===== config.mk =====
export PLATFORM = sky130hd
export DESIGN_NAME = irq_encoder
export DESIGN_NICKNAME = d
export VERILOG_FILES = /design/src/rtl/irq_encoder.sv
export SDC_FILE = /design/constraint.sdc
export NUM_CORES = 1
export LEC_CHECK = 0
export BUFFER_PORTS_ARGS = -buffer_cell sky130_fd_sc_hd__buf_4
export CORE_UTILIZATION = 46
export DETAILED_ROUTE_END_ITERATION = 8
export PLACE_DENSITY = 0.83
export REMOVE_ABC_BUFFERS = 1
export SETUP_SLACK_MARGIN = 0.2
export SYNTH_ARGS = -nofsm -noshare
export SYNTH_HDL_FRONTEND = slang
export SYNTH_SLANG_ARGS = --single-unit
export TNS_END_PERCENT = 10

===== constraint.sdc =====
create_clock -name clk -period 1.7 [get_ports clk]
set_input_delay 0.085 -clock clk [delete_from_list [all_inputs] [get_ports clk]]
set_output_delay 0.085 -clock clk [all_outputs]
set_load 0.01 [all_outputs]

===== src/rtl/irq_encoder.sv =====
// Purpose: captures rising edges on request lines into a pending register and presents one
//          unmasked pending request as a binary index, retired by a valid/ack handshake.
// Latency: request sampled at edge k -> pending after edge k, valid/index after edge k+1.
// Backpressure: index is held stable while valid until ack; dropping enable withdraws it.
//
// Ports: clk, rst (async active-high); enable, req[INPUTS], mask[INPUTS], ack in;
//        valid, index[OUTPUT_WIDTH], pending[INPUTS], overrun out (all registered).
// Option: define IRQ_ENCODER_ROUND_ROBIN_EN for round-robin selection (default fixed priority,
//         lowest eligible index wins).
module irq_encoder #(
    parameter int OUTPUT_WIDTH = 4,
    parameter int INPUTS       = 2**OUTPUT_WIDTH
) (
    input  logic                    clk,
    input  logic                    rst,
    input  logic                    enable,
    input  logic [INPUTS-1:0]       req,
    input  logic [INPUTS-1:0]       mask,
    input  logic                    ack,
    output logic                    valid,
    output logic [OUTPUT_WIDTH-1:0] index,
    output logic [INPUTS-1:0]       pending,
    output logic                    overrun
);

    typedef enum logic {
        IDLE    = 1'b0,
        PRESENT = 1'b1
    } state_t;

    state_t                  state;
    state_t                  state_nxt;
    logic                    valid_nxt;
    logic [OUTPUT_WIDTH-1:0] index_nxt;

    logic [INPUTS-1:0]       req_q;
    logic [INPUTS-1:0]       req_edge;
    logic [INPUTS-1:0]       clear;
    logic [INPUTS-1:0]       eligible;
    logic                    retire;

    logic                    sel_found;
    logic [OUTPUT_WIDTH-1:0] sel_idx;

    assign retire   = (state == PRESENT) && ack;
    assign req_edge = req & ~req_q;
    assign eligible = pending & ~mask;

    // One-hot of the presented index, only in the retiring cycle.
    always_comb begin
        clear = '0;
        for (int i = 0; i < INPUTS; i++) begin
            clear[i] = retire && (index == OUTPUT_WIDTH'(i));
        end
    end

`ifdef IRQ_ENCODER_ROUND_ROBIN_EN
    // Last retired index; search starts just above it and wraps.
    logic [OUTPUT_WIDTH-1:0] rr_ptr;
    logic                    hi_found;
    logic [OUTPUT_WIDTH-1:0] hi_idx;
    logic                    lo_found;
    logic [OUTPUT_WIDTH-1:0] lo_idx;

    always_ff @(posedge clk or posedge rst) begin
        if (rst) begin
            rr_ptr <= OUTPUT_WIDTH'(INPUTS-1);
        end else if (retire) begin
            rr_ptr <= index;
        end
    end

    // Lowest eligible above the pointer wins; if none, the lowest eligible overall
    // (the wrapped part of the search).
    always_comb begin
        hi_found = 1'b0;
        hi_idx   = '0;
        lo_found = 1'b0;
        lo_idx   = '0;
        for (int i = INPUTS-1; i >= 0; i--) begin
            if (eligible[i]) begin
                lo_found = 1'b1;
                lo_idx   = OUTPUT_WIDTH'(i);
                if (OUTPUT_WIDTH'(i) > rr_ptr) begin
                    hi_found = 1'b1;
                    hi_idx   = OUTPUT_WIDTH'(i);
                end
            end
        end
        sel_found = lo_found;
        sel_idx   = hi_found ? hi_idx : lo_idx;
    end
`else
    // Fixed priority: scanning downward leaves the lowest eligible index.
    always_comb begin
        sel_found = 1'b0;
        sel_idx   = '0;
        for (int i = INPUTS-1; i >= 0; i--) begin
            if (eligible[i]) begin
                sel_found = 1'b1;
                sel_idx   = OUTPUT_WIDTH'(i);
            end
        end
    end
`endif

    always_comb begin
        state_nxt = state;
        valid_nxt = valid;
        index_nxt = index;
        case (state)
            IDLE: begin
                if (enable && sel_found) begin
                    index_nxt = sel_idx;
                    valid_nxt = 1'b1;
                    state_nxt = PRESENT;
                end else begin
                    valid_nxt = 1'b0;
                end
            end
            PRESENT: begin
                // ack outranks enable=0; either way the index is released.
                if (ack || !enable) begin
                    valid_nxt = 1'b0;
                    state_nxt = IDLE;
                end
            end
            default: begin
                valid_nxt = 1'b0;
                state_nxt = IDLE;
            end
        endcase
    end

    always_ff @(posedge clk or posedge rst) begin
        if (rst) begin
            state   <= IDLE;
            valid   <= 1'b0;
            index   <= '0;
            req_q   <= '0;
            pending <= '0;
            overrun <= 1'b0;
        end else begin
            state   <= state_nxt;
            valid   <= valid_nxt;
            index   <= index_nxt;
            req_q   <= req;
            // A fresh edge on the retiring line re-sets it (set wins over clear).
            pending <= (pending & ~clear) | req_edge;
            overrun <= |(req_edge & pending & ~clear);
        end
    end

endmodule

Word-level counts from Yosys, hierarchy flattened
Cells that the tools add are included.
- register bits: 39
- input bits: 36
- output and inout port bits: 22
- equal/unequal tests: 16
- muxes and demuxes: 37
- bitwise logic cells: 10
- reduce and logical (&&, ||, !) cells: 23
- operator list (operator ; count):
    bitwise AND 16 bit ; 5
    two-way mux 4 bit ; 16
    NOT 16 bit ; 3
    == test 4 bit, second input constant ; 8
    two-way mux 1 bit ; 19
    logical AND 1 bit ; 18
    == test 4 x 3 -> 1 bit, second input constant ; 4
    OR 16 bit ; 1
    OR reduction 16 bit ; 1
    == test 4 x 2 -> 1 bit, second input constant ; 2
    == test 4 x 1 -> 1 bit, second input constant ; 1
    zero test 4 bit ; 1
    one-hot mux 1 bit (2 select lines) ; 2
    inequality test 2 x 1 -> 1 bit, second input constant ; 1
    AND reduction 2 bit ; 1
    zero test 1 bit ; 1
    logical OR 1 bit ; 1
    NOT 1 bit ; 1

Depth between registers and ports, before layout
- depth after elaboration: 21
- depth in mapped cells: 7
- depth with buffers taken out: 5

Worst setup path before layout
OpenSTA, ideal clock, no wires.
- path kind: register to register
- start point: register index[3]
- end point: register overrun
- library setup time: 0.138 ns
- data arrival time: 1.623 ns
- data required time: 1.562 ns
- path slack: -0.061 ns
- cell stages (with the launch flop): 6
- path buffers: 0
- cell sequence: dfrtp_1 > nand4b_2 > o2111a_1 > or4_4 > nor4_2 > nand4_1
- longest elaborated chain between the ends: 5
- RTL lines (what ; line ; text):
    from (decl) ; 21 ; output logic [OUTPUT_WIDTH-1:0] index,
    from (signal assigned) ; 146 ; index <= index_nxt;
    == test 4 x 1 -> 1 bit (tied with other cells) ; 53 ; clear[i] = retire && (index == OUTPUT_WIDTH'(i));
    logical AND 1 bit ; 53 ;
    NOT 16 bit (*) ; 150 ; overrun <= |(req_edge & pending & ~clear);
    bitwise AND 16 bit (*) ; 150 ;
    OR reduction 16 bit (*) ; 150 ;
    to (signal assigned) ; 150 ;
    to (decl) ; 23 ; output logic overrun
Every way passes the cells marked *; elsewhere a longest branch is shown, timed or not.
A chain may end at the register's enable or synchronous reset.

Worst setup path in the final report
Ends and elaborated chain as after synthesis.

==> run metrics <==
die area=roughly 4400 sq um; Critical Path End Type=flip-flop; clk_skew=approximately 10 ps; GRT Total Usage=27.2%; Worst Path Required=between 1500 and 2000 ps; slack of the critical path=-68.9 ps; Clk network pwr share=between 20% and 30%; Post-synth EDFFs=0; share of cells above drive strength 1=43.6%; FF+latch area=around 980 sq um; Layout area overhead=58.3%; core box area=between 3000 and 4000 sq um; Max Cap Violations=0; relative slew slack=between 60% and 70%; H-tree depth=2; 1st-pass router iterations=4; Async SR Flop Fraction=100%; synth top area cells=dfrtp_1 52%, nor2b_1 5.6%, o21ai_0 4.5%; Switching Share=29.8%; GR Layer Usage met2=between 40% and 50%; number of routed nets with antenna violations=0; Leak Pwr=about 1.4 nW; post-layout min period=between 1500 and 2000 ps; measured slew at the worst slew-check pin=roughly 490 ps; CP Max Fanout=4; Port Buffers=57; share of the synthesized area in the top cell type=between 50 and 60%; Global Route met1 Usage=33.0%; count leader, synth=dfrtp_1; antenna cells=0; final net count=between 300 and 400; Distinct cells, synth=39; area of the multi-input gates=just under 1000 sq um; Cell Pwr Density=around 800 nW/um^2; Cells after Synth=~190; P_sw=0.000712 W; Worst EP arrival=a little under 2000 ps; worst setup path start=index[3]; Fmax achieved=565 MHz; reg2reg start=index[3]; initial core utilization=approximately 50%; Hold Fails Final Rpt=0; worst min path class=in -> reg; grt peak-use layer=met2; vias in the first global route=roughly 1900; most frequent cells after synthesis=39 x dfrtp_1, 21 x nand2_1, 17 x nor2b_1, 17 x o21ai_0, 12 x nand2b_1; failing checks=setup timing; Netlist Area Pre-Place=approximately 1900 sq um; CTS buffer count=5; WL/cell=between 15 and 20 microns; worst skew pair latency=between 200 and 300 ps; clock sink count=39; hpwl dp=approximately 4000 microns; post-layout util=78.8%; final cycle utilization of the critical path=104%; Yosys top cell by area=dfrtp_1; gr ovfl total=0; RSZ-0062 raised after global routing=true; DRC Markers=0; Worst IR Drop VDD=between 0.6 and 0.7 mV; clk root buf=clkbuf_8; CTS max path bufs=2; Die Wd=approximately 66 microns; status=finished, violations left; Yosys reg bits=39; final setup violation count=1; Core Rows=22; Combinational Power Share=between 20 and 30%; Routed WL=5580 microns; Via Count=approximately 1800; post-synthesis sequential area ratio=51.6%; sequential group share of total power=roughly 44%; initial antenna violation count=0; CTS tree=yes; Pint=approximately 0.0017 W; total of fill cells in the finished design=246; Die Span Y=between 60 and 70 microns; routed vias/inst=between 5 and 6; first-pass GRT wire length=slightly below 9000 microns; Startpoint Class=flip-flop; Synth warnings=0; Synth Flop Type=dfrtp_1; min-delay src=enable; grt met3 use=between 5 and 6%; clock-pin slew on the worst setup and hold paths=90 ps; Crit Path Class=reg -> reg; IO Count=58; post-CTS setup buffers=0; GPL Wtd Cong=just under 1; Min Hold Slack=~24 ps; Mean Syn Cell Area=just over 10 sq um; largest net degree at the start of global routing=40; DRT iter0 DRCs=between 100 and 150; max-slew violation count=0; Setup WS pre-CTS=-79.8 ps
## path summary, 6_finish.rpt
kind | to | slack [ps] | depth (start not counted)
worst max-delay path | overrun | -70 | 5
worst min-delay path | state | 20 | 2
worst max register to register | overrun | -70 | 5
worst min register to register | pending[6] | 450 | 1
max in group asynchronous | state | 880 | 4
min in group asynchronous | req_q[1] | 460 | 4
## routing by layer
| layer | routed length [microns] | vias to the layer above |
|---|---|---|
| met1 | 2190 | 875 |
| met5 | 0 | - |
| li1 | - | 876 |
| met3 | 377 | 13 |
| met2 | 2930 | 84 |
| met4 | 79 | 0 |
## flip-flops by register name, indices dropped and copies added, names as in the netlist
signal / count
index: 4
overrun: 1
pending: 16
req_q: 16
state: 1
valid: 1
## area by class of cell
| cell class | instances | area share (%) |
|---|---|---|
| multi-input cells | 134 | 32.3 |
| repair buffers | 107 | 28.5 |
| clock buffers | 6 | 2.76 |
| flip-flops and latches | 39 | 32.6 |
| inverters | 10 | 1.25 |
| clock inverters | 2 | 0.543 |
| well taps | 48 | 2.01 |
## repair_timing
action | CTS | global route
hold endpoints to repair | 55 | 0
pin swaps | 10 | 6
resized for setup | 15 | 14
hold buffers | 17 | 0
setup endpoints to repair | 5 | 6
## kinds of logic (layout without fill, tap and decap cells)
group,count (synthesis),count (layout),synth area share (%)
AND/OR/NAND/NOR,90,90,30.2
AO/OA/AOI/OAI,42,42,14.2
flip-flops,39,39,51.6
buffers and inverters,12,125,2.98
multiplexers,2,2,1.12
## critical path, stage by stage (launching register included)
cell	delay, ps
dfrtp_1	420
nand4bb_4	250
o311a_1	300
or4_4	430
nor4_4	140
nand4_1	100
## power by group through the flow
stage	clock network [W]	registers [W]	logic (W)
after floorplan	0	0.00108	0.000228
after global placement	0	0.00105	0.000556
after detailed placement	0	0.00105	0.000563
after CTS	0.000689	0.00104	0.000632
after global routing	0.000720	0.00105	0.000709
final	0.000686	0.00104	0.000661
## metrics by stage
step                total power (W)  area [sq um]  cells  TNS, ps
finish                      0.00239          2990    346    -68.9
global route                0.00248          2990    346     -111
floorplan                   0.00131          1870    183    -62.0
global placement            0.00160          2610    321        0
detailed placement          0.00162          2610    321    -79.8
CTS                         0.00236          2940    346    -73.1
## layout by cell type (no fill, tap or decap), types with 2 or more instances in the layout
master and n:
dfrtp_1 38, nor2_1 10, nand2_1 21, nand4_1 3
nor4_4 2, or2b_2 6, nand2b_1 12, nor4_2 2
buf_4 88, a21oi_1 6, nor2b_1 10, nor2b_2 4
o22a_1 2, nor2b_4 3, clkbuf_8 6, and2b_2 3
inv_1 9, o21ai_0 13, o22ai_1 4, buf_6 2
and2b_1 2, nand3_1 2, dlygate4sd3_1 17, o21ai_1 4
nand3b_1 2
Note: power is estimated with default switching activity, not from simulation.
